<file path="config.mk">
export PLATFORM = sky130hd
export DESIGN_NAME = async_sram_seq_phy_flat
export DESIGN_NICKNAME = d
export VERILOG_FILES = /design/src/rtl/async_sram_seq_phy_if.sv /design/src/rtl/async_sram_seq_phy.sv /design/src/flat_wrapper.sv
export SDC_FILE = /design/constraint.sdc
export NUM_CORES = 1
export LEC_CHECK = 0
export BUFFER_PORTS_ARGS = -buffer_cell sky130_fd_sc_hd__buf_4
export CAP_MARGIN = 20
export CELL_PAD_IN_SITES_DETAIL_PLACEMENT = 1
export CELL_PAD_IN_SITES_GLOBAL_PLACEMENT = 2
export CORE_MARGIN = 4
export CORE_UTILIZATION = 25
export CTS_CLUSTER_DIAMETER = 60
export DETAILED_ROUTE_END_ITERATION = 7
export PLACE_DENSITY = 0.74
export SYNTH_ARGS = -nofsm -noshare
export SYNTH_HDL_FRONTEND = slang
export SYNTH_SLANG_ARGS = --single-unit
</file>
<file path="constraint.sdc">
create_clock -name clk -period 2.7 [get_ports clk]
set_clock_uncertainty 0.1 [all_clocks]
set_input_delay 0.54 -clock clk [delete_from_list [all_inputs] [get_ports clk]]
set_output_delay 0.54 -clock clk [all_outputs]
set_load 0.05 [all_outputs]
</file>
<file path="src/rtl/async_sram_seq_phy_if.sv">
// Request/response bus between the system bus bridge and the async SRAM PHY.
interface async_sram_seq_phy_if #(
  parameter int unsigned N_SRAM_A  = 18,
  parameter int unsigned N_SRAM_DQ = 16
);
  localparam int unsigned N_LANE = N_SRAM_DQ / 8;

  logic                 req_valid;
  logic                 req_ready;
  logic                 req_write;
  logic [N_SRAM_A-1:0]  req_addr;
  logic [N_SRAM_DQ-1:0] req_wdata;
  logic [N_LANE-1:0]    req_byte_en;
  logic                 rsp_valid;
  logic [N_SRAM_DQ-1:0] rsp_rdata;

  modport master (
    output req_valid, req_write, req_addr, req_wdata, req_byte_en,
    input  req_ready, rsp_valid, rsp_rdata
  );

  modport slave (
    input  req_valid, req_write, req_addr, req_wdata, req_byte_en,
    output req_ready, rsp_valid, rsp_rdata
  );
endinterface

</file>
<file path="src/rtl/async_sram_seq_phy.sv">
// Async SRAM PHY: sequences single-word accesses through programmable
// setup/pulse/hold phases with fully registered pad outputs.
module async_sram_seq_phy #(
  parameter int unsigned N_SRAM_A  = 18,
  parameter int unsigned N_SRAM_DQ = 16,
  parameter int unsigned W_TIMING  = 4,
  localparam int unsigned N_LANE   = N_SRAM_DQ / 8
) (
  input  logic                 clk,
  input  logic                 rst,
  input  logic [W_TIMING-1:0]  cfg_setup,
  input  logic [W_TIMING-1:0]  cfg_pulse,
  input  logic [W_TIMING-1:0]  cfg_hold,
  async_sram_seq_phy_if.slave  bus,
  input  logic [N_SRAM_DQ-1:0] padin_sram_dq,
  output logic [N_SRAM_DQ-1:0] padout_sram_dq,
  output logic [N_SRAM_DQ-1:0] padoe_sram_dq,
  output logic [N_SRAM_A-1:0]  padout_sram_a,
  output logic                 padout_sram_cs_n,
  output logic                 padout_sram_oe_n,
  output logic                 padout_sram_we_n,
  output logic [N_LANE-1:0]    padout_sram_byte_n
);

  typedef enum logic [1:0] {IDLE, SETUP, PULSE, HOLD} state_t;

  state_t               state_q, state_d;
  logic [W_TIMING-1:0]  cnt_q, cnt_d;
  logic [W_TIMING-1:0]  pulse_q, pulse_d;
  logic [W_TIMING-1:0]  hold_q, hold_d;
  logic                 wr_q, wr_d;
  logic [N_LANE-1:0]    be_q, be_d;
  logic                 rsp_valid_q, rsp_valid_d;
  logic [N_SRAM_DQ-1:0] rsp_rdata_q, rsp_rdata_d;
  logic [N_SRAM_DQ-1:0] dq_q, dq_d;
  logic [N_SRAM_DQ-1:0] oe_q, oe_d;
  logic [N_SRAM_A-1:0]  a_q, a_d;
  logic                 cs_n_q, cs_n_d;
  logic                 oe_n_q, oe_n_d;
  logic                 we_n_q, we_n_d;
  logic [N_LANE-1:0]    byte_n_q, byte_n_d;

  // Expand per-lane enables into a per-bit mask.
  function automatic logic [N_SRAM_DQ-1:0] lane_mask(input logic [N_LANE-1:0] be);
    logic [N_SRAM_DQ-1:0] m;
    m = '0;
    for (int l = 0; l < int'(N_LANE); l++) m[l*8 +: 8] = {8{be[l]}};
    return m;
  endfunction

  // Next-state and next pad values; pads are loaded on the edge entering a state.
  always_comb begin
    state_d     = state_q;
    cnt_d       = cnt_q;
    pulse_d     = pulse_q;
    hold_d      = hold_q;
    wr_d        = wr_q;
    be_d        = be_q;
    rsp_valid_d = 1'b0;
    rsp_rdata_d = rsp_rdata_q;
    dq_d        = dq_q;
    oe_d        = oe_q;
    a_d         = a_q;
    cs_n_d      = cs_n_q;
    oe_n_d      = oe_n_q;
    we_n_d      = we_n_q;
    byte_n_d    = byte_n_q;

    unique case (state_q)
      IDLE: begin
        if (bus.req_valid) begin
          state_d  = SETUP;
          cnt_d    = cfg_setup;
          pulse_d  = cfg_pulse;
          hold_d   = cfg_hold;
          wr_d     = bus.req_write;
          be_d     = bus.req_byte_en;
          a_d      = bus.req_addr;
          cs_n_d   = 1'b0;
          oe_n_d   = bus.req_write;
          we_n_d   = 1'b1;
          byte_n_d = ~bus.req_byte_en;
          if (bus.req_write) begin
            dq_d = bus.req_wdata;
            oe_d = lane_mask(bus.req_byte_en);
          end
        end
      end
      SETUP: begin
        if (cnt_q == '0) begin
          state_d = PULSE;
          cnt_d   = pulse_q;
          we_n_d  = ~wr_q;
        end else begin
          cnt_d = cnt_q - 1'b1;
        end
      end
      PULSE: begin
        if (cnt_q == '0) begin
          state_d = HOLD;
          cnt_d   = hold_q;
          we_n_d  = 1'b1;
          oe_n_d  = 1'b1;
          if (!wr_q) begin
            rsp_valid_d = 1'b1;
            rsp_rdata_d = padin_sram_dq & lane_mask(be_q);
          end
        end else begin
          cnt_d = cnt_q - 1'b1;
        end
      end
      HOLD: begin
        if (cnt_q == '0) begin
          state_d  = IDLE;
          cs_n_d   = 1'b1;
          oe_n_d   = 1'b1;
          we_n_d   = 1'b1;
          byte_n_d = '1;
          oe_d     = '0;
        end else begin
          cnt_d = cnt_q - 1'b1;
        end
      end
      default: state_d = IDLE;
    endcase
  end

  always_ff @(posedge clk) begin
    if (rst) begin
      state_q     <= IDLE;
      cnt_q       <= '0;
      pulse_q     <= '0;
      hold_q      <= '0;
      wr_q        <= 1'b0;
      be_q        <= '0;
      rsp_valid_q <= 1'b0;
      rsp_rdata_q <= '0;
      dq_q        <= '0;
      oe_q        <= '0;
      a_q         <= '0;
      cs_n_q      <= 1'b1;
      oe_n_q      <= 1'b1;
      we_n_q      <= 1'b1;
      byte_n_q    <= '1;
    end else begin
      state_q     <= state_d;
      cnt_q       <= cnt_d;
      pulse_q     <= pulse_d;
      hold_q      <= hold_d;
      wr_q        <= wr_d;
      be_q        <= be_d;
      rsp_valid_q <= rsp_valid_d;
      rsp_rdata_q <= rsp_rdata_d;
      dq_q        <= dq_d;
      oe_q        <= oe_d;
      a_q         <= a_d;
      cs_n_q      <= cs_n_d;
      oe_n_q      <= oe_n_d;
      we_n_q      <= we_n_d;
      byte_n_q    <= byte_n_d;
    end
  end

  // Ready is decoded from state so IDLE always lasts at least one cycle.
  assign bus.req_ready      = (state_q == IDLE) && !rst;
  assign bus.rsp_valid      = rsp_valid_q;
  assign bus.rsp_rdata      = rsp_rdata_q;
  assign padout_sram_dq     = dq_q;
  assign padoe_sram_dq      = oe_q;
  assign padout_sram_a      = a_q;
  assign padout_sram_cs_n   = cs_n_q;
  assign padout_sram_oe_n   = oe_n_q;
  assign padout_sram_we_n   = we_n_q;
  assign padout_sram_byte_n = byte_n_q;

endmodule

</file>
<file path="src/flat_wrapper.sv">
// flat-port wrapper written by rule: the top's interface ports become plain ports
module async_sram_seq_phy_flat 
#(
  parameter int unsigned N_SRAM_A  = 18,
  parameter int unsigned N_SRAM_DQ = 16,
  parameter int unsigned W_TIMING  = 4,
  localparam int unsigned N_LANE   = N_SRAM_DQ / 8
)
  (clk, rst, cfg_setup, cfg_pulse, cfg_hold, padin_sram_dq, padout_sram_dq, padoe_sram_dq, padout_sram_a, padout_sram_cs_n, padout_sram_oe_n, padout_sram_we_n, padout_sram_byte_n, bus_req_valid, bus_req_write, bus_req_addr, bus_req_wdata, bus_req_byte_en, bus_req_ready, bus_rsp_valid, bus_rsp_rdata);
  async_sram_seq_phy_if #(.N_SRAM_A(N_SRAM_A), .N_SRAM_DQ(N_SRAM_DQ)) bus_i ();
  input  logic clk;
  input  logic rst;
  input  logic [W_TIMING-1:0] cfg_setup;
  input  logic [W_TIMING-1:0] cfg_pulse;
  input  logic [W_TIMING-1:0] cfg_hold;
  input  logic [N_SRAM_DQ-1:0] padin_sram_dq;
  output logic [N_SRAM_DQ-1:0] padout_sram_dq;
  output logic [N_SRAM_DQ-1:0] padoe_sram_dq;
  output logic [N_SRAM_A-1:0] padout_sram_a;
  output logic padout_sram_cs_n;
  output logic padout_sram_oe_n;
  output logic padout_sram_we_n;
  output logic [N_LANE-1:0] padout_sram_byte_n;
  input wire logic [$bits(bus_i.req_valid)-1:0] bus_req_valid;
  input wire logic [$bits(bus_i.req_write)-1:0] bus_req_write;
  input wire logic [$bits(bus_i.req_addr)-1:0] bus_req_addr;
  input wire logic [$bits(bus_i.req_wdata)-1:0] bus_req_wdata;
  input wire logic [$bits(bus_i.req_byte_en)-1:0] bus_req_byte_en;
  output wire logic [$bits(bus_i.req_ready)-1:0] bus_req_ready;
  output wire logic [$bits(bus_i.rsp_valid)-1:0] bus_rsp_valid;
  output wire logic [$bits(bus_i.rsp_rdata)-1:0] bus_rsp_rdata;
  assign bus_i.req_valid = bus_req_valid;
  assign bus_i.req_write = bus_req_write;
  assign bus_i.req_addr = bus_req_addr;
  assign bus_i.req_wdata = bus_req_wdata;
  assign bus_i.req_byte_en = bus_req_byte_en;
  assign bus_req_ready = bus_i.req_ready;
  assign bus_rsp_valid = bus_i.rsp_valid;
  assign bus_rsp_rdata = bus_i.rsp_rdata;
  async_sram_seq_phy #(.N_SRAM_A(N_SRAM_A), .N_SRAM_DQ(N_SRAM_DQ), .W_TIMING(W_TIMING)) u_core (.clk(clk), .rst(rst), .cfg_setup(cfg_setup), .cfg_pulse(cfg_pulse), .cfg_hold(cfg_hold), .bus(bus_i), .padin_sram_dq(padin_sram_dq), .padout_sram_dq(padout_sram_dq), .padoe_sram_dq(padoe_sram_dq), .padout_sram_a(padout_sram_a), .padout_sram_cs_n(padout_sram_cs_n), .padout_sram_oe_n(padout_sram_oe_n), .padout_sram_we_n(padout_sram_we_n), .padout_sram_byte_n(padout_sram_byte_n));
endmodule
</file>
Yosys cells after proc, flatten, opt, wreduce, memory -nomap -nowiden
Cells that the tools add are included.

Input bits: 68. Flip-flop bits (word level): 89. Output and inout bits: 73. Word-level logic and storage cells: 73.

Bitwise gates (word level): 5. Eq/ne operators: 10. Reductions and logical operators: 17. Multiplexer cells: 25. Add/subtract/negate cells: 1.

Operators by type and width (count): two-way mux 16 bit (3); one-hot mux 16 bit (2 select lines) (1); bitwise AND 16 bit (1); two-way mux 4 bit (4); one-hot mux 4 bit (4 select lines) (1); AND reduction 3 bit (5); two-way mux 2 bit (5); != test 2 x 1 -> 1 bit (second input constant) (4); one-hot mux 2 bit (4 select lines) (1); AND reduction 4 bit (2); two-way mux 1 bit (6); != test 2 bit (second input constant) (3); == test 2 bit (second input constant) (2); zero test 4 bit (1); one-hot mux 1 bit (2 select lines) (2); one-hot mux 2 bit (2 select lines) (1); AND reduction 2 bit (2); nonzero test 2 bit (2); subtractor 4 x 1 -> 4 bit (second input constant) (1); inverter 1 bit (3); one-hot mux 1 bit (3 select lines) (1); OR reduction 3 bit (1); == test 2 x 1 -> 1 bit (second input constant) (1); zero test 2 bit (1); 4 further kinds (4).

Longest topological paths before layout
Gate-level depths: netlist of the first run.

Depth after elaboration: 4. Depth in mapped cells: 8. Depth with buffers taken out: 6.

Least setup slack after synthesis of the first run
Ideal clock, no wire load.

Path kind: flip-flop to output port. From: register u_core.state_q[0]. To: output port bus_req_ready. Arrival: 1.794 ns. Path buffers: 2. Stages on the path, launching flop included: 6. Data required time: 2.060 ns. Path slack: 0.266 ns. Cells stage by stage: dfxtp_1 > inv_1 > ha_1 > clkbuf_1 > clkbuf_1 > nor2b_1.

Longest elaborated chain between the ends: 2.

Ends and longest elaborated chain: from (decl) (line async_sram_seq_phy.sv:27) `state_t state_q, state_d;`; from (signal assigned) (line async_sram_seq_phy.sv:146) `state_q <= state_d;`; zero test 2 bit (line async_sram_seq_phy.sv:165) `assign bus.req_ready = (state_q == IDLE) && !rst;`; logical AND 1 bit (line async_sram_seq_phy.sv:165); to (decl) (line flat_wrapper.sv:29) `output wire logic [$bits(bus_i.req_ready)-1:0] bus_req_ready;`.

No other way between the ends.

Worst setup path in the final report of the first run
Same ends and word-level chain as after synthesis.

==> summary.txt, run 1 <==
Clock tree
  – Num CTS Buffers: 9
  – CTS root buf: clkbuf_16
  – Worst-path clk slew: approximately 0.060 ns
  – CTS tree: built
  – Post-CTS Setup Inserts: 0
  – Clock sinks: 75
  – H-tree depth: 3
  – Post_cts resized: 0
  – Clock latency on the worst-skew pair: ~0.34 ns
  – Longest Clk Path Bufs: 2
  – Post-CTS Hold Fix Bufs: 0

Route
  – WL final: between 9000 and 10,000 microns
  – Via count: around 2.9k
  – DRT antenna net count: 0
  – DR DRC count: 0
  – DRT iter0 DRCs: 81
  – Vias/cell: between 4 and 5
  – DR WL/cell: approximately 15 microns
  – Pre-antenna DRT Iters: 4

Pwr
  – VDD IR max: ~320 uV
  – Pwr per Cell Area: around 1100 nW/um^2
  – Leakage: around 2.0 nW
  – P_sw: 0.00192 W
  – Internal: approximately 0.0028 W
  – Sequential Power Share: a little under a third
  – Comb power frac: between 40% and 50%
  – Clock power frac: between 20% and 30%
  – Sw Ratio: between 40% and 50%

Flow run
  – Max Cap Violations: 0

Floorplan
  – # IOs: roughly 140
  – Die H: 118 microns
  – Starting density of the core: approximately a quarter
  – Core area: roughly 12,000 sq um
  – Die width: 118 microns
  – Die Footprint: approximately 14,000 sq um
  – # rows: 39

GRT
  – Largest net degree at the start of global routing: 39
  – Initial antenna violation count: 0
  – Vias in the first global route: just over 3k
  – Wire length of the first global-routing pass: 15,500 microns
  – Tot GR Track Use: 13.6%
  – Grt ovf: 0

Min path
  – Min-delay worst type: primary input to flip-flop
  – Hold Path Stages: 2

Finish
  – FF+latch area: between 1500 and 2000 sq um
  – Ant diodes: 0
  – Synth-to-Final Area Change: 45.8%
  – Nets: roughly 550
  – Fillers: about 1.3k
  – Multi-input gate area: 1300 sq um
  – Share of layout cells above drive strength 1: 34.7%

Critical path
  – R2R Path Start: u_core.cnt_q[0]
  – R2R cell count: 6
  – Termination of the worst setup path: bus_req_ready
  – Launching element type of the critical path: flip-flop
  – Worst path arrival time: about 1.8 ns
  – Crit. End Element: output pin
  – FF-to-FF setup slack: between 0.6 and 0.7 ns
  – Crit path max fanout: 12
  – Setup crit start: u_core.state_q[0]
  – R2R Path End: u_core.bus.rsp_rdata[8]
  – WS Path Type: flip-flop to output pin
  – WP data required: 2.06 ns

STA
  – RSZ-0062 raised after global routing: no
  – Final setup viols: 0
  – Setup TNS: 0 ns
  – Final period utilization: between 80% and 90%
  – Slew of the pin with the lowest slew margin: roughly 0.75 ns
  – Final Hold Viols: 0
  – Final WS setup: 0.277 ns
  – Final Max Slew Viols: 0
  – Post-layout minimum cycle time: around 2.4 ns
  – Rel. slew slack: about half
  – FMAX: a little over 400 MHz

Synthesis
  – Synthesized area: about 3000 sq um
  – Synth Net Count: 425
  – Seq/Total Area, Yosys: about half
  – Syn_area_per_cell: ~8.6 sq um
  – Count leader, synth: nand2_1
  – Top cell type's share of synthesized area: about 50%
  – Post-synth ARST share: 0%
  – EDFF count, synth: 0
  – Post-Syn Instances: ~350
  – Syn. warnings: 0
  – Synth Flop Type: dfxtp_1
  – Synth top area cells: dfxtp_1, nand2_1, a21oi_1, a22o_1, buf_4
  – Post-synth cell types: 36
  – Area leader, netlist: dfxtp_1
  – Seq cells post-synth: 75
  – Commonest cells post-synth: nand2_1, dfxtp_1, a21oi_1

Placement
  – Setup WS pre-CTS: between 0.6 and 0.7 ns
  – # port buffers: 140
  – RD Place Congestion: between 0.7 and 0.8
  – DP HPWL: around 7000 microns

Run status
  – Outcome: complete, no violations
==> per-layer routing <==
metal	vias to the layer above	track usage, %	routed length [microns]
met2	97	21.8	4320
met4	0	5.71	121
li1	1416	-	-
met1	1337	16.1	4190
met3	9	5.68	865
met5	-	0	0
==> worst min-delay path by stage <==
stage                            startpoint                        to  slack (ns)
global route              padin_sram_dq[14]  u_core.bus.rsp_rdata[14]        0.30
detailed placement           u_core.be_q[0]            u_core.be_q[0]        0.35
global placement    u_core.padout_sram_a[5]   u_core.padout_sram_a[5]        0.34
finish                    padin_sram_dq[14]  u_core.bus.rsp_rdata[14]        0.31
floorplan                    u_core.be_q[0]            u_core.be_q[0]        0.33
CTS                        padin_sram_dq[2]   u_core.bus.rsp_rdata[2]        0.30
==> registers in the layout (all words and copies together), names as in the netlist, 2 cells and up <==
name / cells
u_core.be_q: 2
u_core.bus.rsp_rdata: 16
u_core.cnt_q: 4
u_core.hold_q: 4
u_core.padoe_sram_dq: 2
u_core.padout_sram_a: 18
u_core.padout_sram_byte_n: 2
u_core.padout_sram_dq: 16
u_core.pulse_q: 4
u_core.state_q: 2
==> cell type report <==
class                   instances  area share [%]
flip-flops and latches         75            33.9
repair buffers                146            24.8
well taps                     143            4.04
inverters                       6           0.509
clock buffers                  11            5.49
clock inverters                 5            1.92
multi-input cells             233            29.3
==> stage by stage <==
stage          utilization [%]  hold slack (ns)  cells  cell area (sq um)  total power [W]
2_1_floorplan                -            0.332    351               3030          0.00287
3_3_place_gp              35.1            0.344    603               4100          0.00338
3_5_place_dp              35.1            0.347    603               4100          0.00341
4_1_cts                   37.9            0.300    619               4420          0.00476
5_1_grt                   37.9            0.304    619               4420          0.00497
6_report                  37.9            0.314    619               4420          0.00469
==> cells in the final DEF (no fill, tap or decap), types with 2 or more instances in the layout <==
master / netlist / layout
and2_1: 3 / 3
nor2b_1: 4 / 4
nor2_1: 8 / 8
inv_1: 6 / 6
o21ai_0: 5 / 5
mux2i_1: 3 / 3
a211oi_1: 2 / 2
buf_4: 14 / 146
nor3b_1: 2 / 2
a22oi_1: 2 / 2
nand2b_1: 5 / 5
a22o_1: 20 / 20
a221oi_1: 4 / 4
o41ai_1: 2 / 2
ha_1: 6 / 6
xor2_1: 2 / 2
nand2_1: 99 / 99
dfxtp_1: 75 / 75
clkbuf_16: 0 / 9
a21oi_1: 49 / 49
o21bai_1: 2 / 2
nor3_1: 2 / 2
nand3b_1: 3 / 3
bufinv_16: 0 / 2
==> cells by family (layout without fill, tap and decap cells) <==
group                    Yosys count  after routing  synth area share [%]
adder cells (fa/ha/maj)            6              6                  2.47
flip-flops                        75             75                  49.5
buffers and inverters             43            168                  7.75
XOR/XNOR                           2              2                 0.577
AO/OA/AOI/OAI                     89             89                  18.9
multiplexers                       3              3                 0.990
AND/OR/NAND/NOR                  133            133                  19.8
==> power groups by stage <==
stage          registers [W]  clock network (W)  logic [W]
6_report             0.00141            0.00131    0.00196
4_1_cts              0.00142            0.00136    0.00199
5_1_grt              0.00144            0.00140    0.00212
2_1_floorplan        0.00175                  0    0.00111
3_5_place_dp         0.00144                  0    0.00197
3_3_place_gp         0.00143                  0    0.00195
==> worst max-delay path, cell delays in order, from the launching register on <==
cell	delay [ns]
dfxtp_1	0.34
inv_1	0.10
ha_1	0.40
buf_4	0.22
nor2b_1	0.17
buf_4	0.22
Power figures use the tool's default switching activity.
==> run 2, diff against run 1 <==
--- a/config.mk
+++ b/config.mk
@@ -9,7 +9,6 @@
 export CAP_MARGIN = 20
 export CELL_PAD_IN_SITES_DETAIL_PLACEMENT = 1
 export CELL_PAD_IN_SITES_GLOBAL_PLACEMENT = 2
-export CORE_MARGIN = 4
 export CORE_UTILIZATION = 25
 export CTS_CLUSTER_DIAMETER = 60
 export DETAILED_ROUTE_END_ITERATION = 7
==> summary.txt, run 2 (same netlist as run 1, synthesis figures left out) <==
Run status
  – Outcome: finished with violations
  – Failing checks: design-rule violations

Pwr
  – Pwr per Cell Area: 1030 nW/um^2
  – VDD IR max: 388 uV
  – Comb power frac: between 40% and 50%
  – Sequential Power Share: between 30% and 40%
  – Sw Ratio: a little over two fifths
  – Clock power frac: around a quarter
  – Leakage: approximately 1.9 nW
  – Internal: between 0.002 and 0.003 W
  – P_sw: roughly 0.0019 W

Finish
  – Largest register FFs: 18
  – Fillers: around 1.4k
  – Synth-to-Final Area Change: 44.0%
  – Share of layout cells above drive strength 1: around a third
  – Ant diodes: 0
  – Commonest cells after routing, fill and taps aside: buf_4, nand2_1, dfxtp_1
  – Nets: 544
  – Most common cell after layout, fill and taps aside: buf_4

STA
  – Setup TNS: 0 ns
  – Worst hold slack: around 0.31 ns
  – Post-layout minimum cycle time: ~2.5 ns
  – Final Hold Viols: 0
  – RSZ-0062 raised after global routing: no
  – Final WS setup: around 0.22 ns
  – Final setup viols: 0
  – Final Max Slew Viols: 0
  – Rel. slew slack: a little under half
  – FMAX: between 400 and 500 MHz
  – Final period utilization: ~90%
  – Slew of the pin with the lowest slew margin: ~0.8 ns

Clock tree
  – Post-CTS Hold Fix Bufs: 0
  – CTS tree: built
  – Clock latency on the worst-skew pair: around 0.34 ns
  – Post-CTS Setup Inserts: 0
  – Clock sinks: between 70 and 80
  – CTS root buf: clkbuf_16
  – Worst-path clk slew: 0.06 ns
  – Num CTS Buffers: 9
  – H-tree depth: 3
  – Post_cts resized: 0
  – Longest Clk Path Bufs: 2

Route
  – DR WL/cell: approximately 15 microns
  – DRT iter0 DRCs: 105
  – WL final: 9140 microns
  – Vias/cell: ~4.7
  – Pre-antenna DRT Iters: 6
  – DR DRC count: 8
  – Via count: 2,877
  – DRT antenna net count: 0

Critical path
  – CP max stage delay: 0.54 ns
  – Crit. End Element: output pin
  – Crit-path slowest cell: ha_1
  – Crit path max fanout: 18
  – Setup crit start: u_core.state_q[0]
  – Crit path cell chain: inv_1, ha_1, nor2b_1, buf_4
  – WP data required: approximately 2 ns
  – R2R Path Start: u_core.cnt_q[0]
  – Worst path arrival time: about 1.8 ns
  – Launching element type of the critical path: flip-flop
  – WS Path Type: flip-flop to output pin

GRT
  – Tot GR Track Use: between 10 and 15%
  – Initial antenna violation count: 0
  – Largest net degree at the start of global routing: 35
  – Vias in the first global route: between 2k and 3k
  – Grt ovf: 0
  – Wire length of the first global-routing pass: about 15,000 microns

Floorplan
  – Starting density of the core: a little over a quarter
  – Die H: about 110 microns
  – Die width: around 110 microns
  – # rows: 39
  – Die Footprint: roughly 13,000 sq um
  – Core area: 11,600 sq um
  – # IOs: ~140

Flow run
  – Max Cap Violations: 0

Min path
  – Min-delay worst type: primary input to flip-flop
  – Hold_sp: padin_sram_dq[7]

Placement
  – RD Place Congestion: 0.710
  – Setup WS pre-CTS: around 0.57 ns
  – # port buffers: 140
  – DP HPWL: around 6500 microns
run 2: cell type report:
cell class / instances / area [sq um] / share of cell area, %
clock buffers: 12 / 256 / 5.87
repair buffers: 145 / 1090 / 24.9
multi-input cells: 233 / 1300 / 29.7
flip-flops and latches: 75 / 1500 / 34.4
well taps: 143 / 179 / 4.09
inverters: 6 / 22.5 / 0.515
clock inverters: 4 / 25.0 / 0.573
run 2: per-stage QoR:
| step | instances | power, W | util [%] | area (sq um) |
|---|---|---|---|---|
| 6_report | 618 | 0.00450 | 37.6 | 4370 |
| 3_5_place_dp | 602 | 0.00340 | 35.2 | 4090 |
| 3_3_place_gp | 602 | 0.00335 | 35.2 | 4090 |
| 2_1_floorplan | 351 | 0.00287 | - | 3030 |
| 5_1_grt | 618 | 0.00476 | 37.6 | 4370 |
| 4_1_cts | 618 | 0.00457 | 37.6 | 4370 |
run 2: path summary, 6_finish.rpt:
| kind | slack [ns] | cells past startpoint | to |
|---|---|---|---|
| max reg2reg | 0.59 | 6 | u_core.bus.rsp_rdata[11] |
| min reg2reg | 0.35 | 2 | u_core.pulse_q[1] |
| max | 0.22 | 4 | bus_req_ready |
| min | 0.31 | 2 | u_core.bus.rsp_rdata[7] |
run 2: layer usage:
metal | GRT usage [%] | vias up | wire length (microns)
met4 | 6.22 | 0 | 154
met5 | 0 | - | 0
li1 | - | 1414 | -
met3 | 6.59 | 10 | 842
met2 | 24.5 | 100 | 4170
met1 | 16.9 | 1353 | 3970
run 2: power groups by stage:
stage | Combinational, W | Sequential, W | Clock [W]
floorplan | 0.00111 | 0.00175 | 0
global placement | 0.00193 | 0.00142 | 0
detailed placement | 0.00197 | 0.00143 | 0
CTS | 0.00197 | 0.00141 | 0.00118
global route | 0.00211 | 0.00143 | 0.00121
finish | 0.00195 | 0.00141 | 0.00114
run 2: worst max-delay path, delay by kind of cell, from the launching register on:
kind | cells | cell delay [ns]
adders and majority gates | 1 | 0.54
DFF | 1 | 0.34
buffers and inverters | 2 | 0.33
and+or+nand+nor | 1 | 0.29
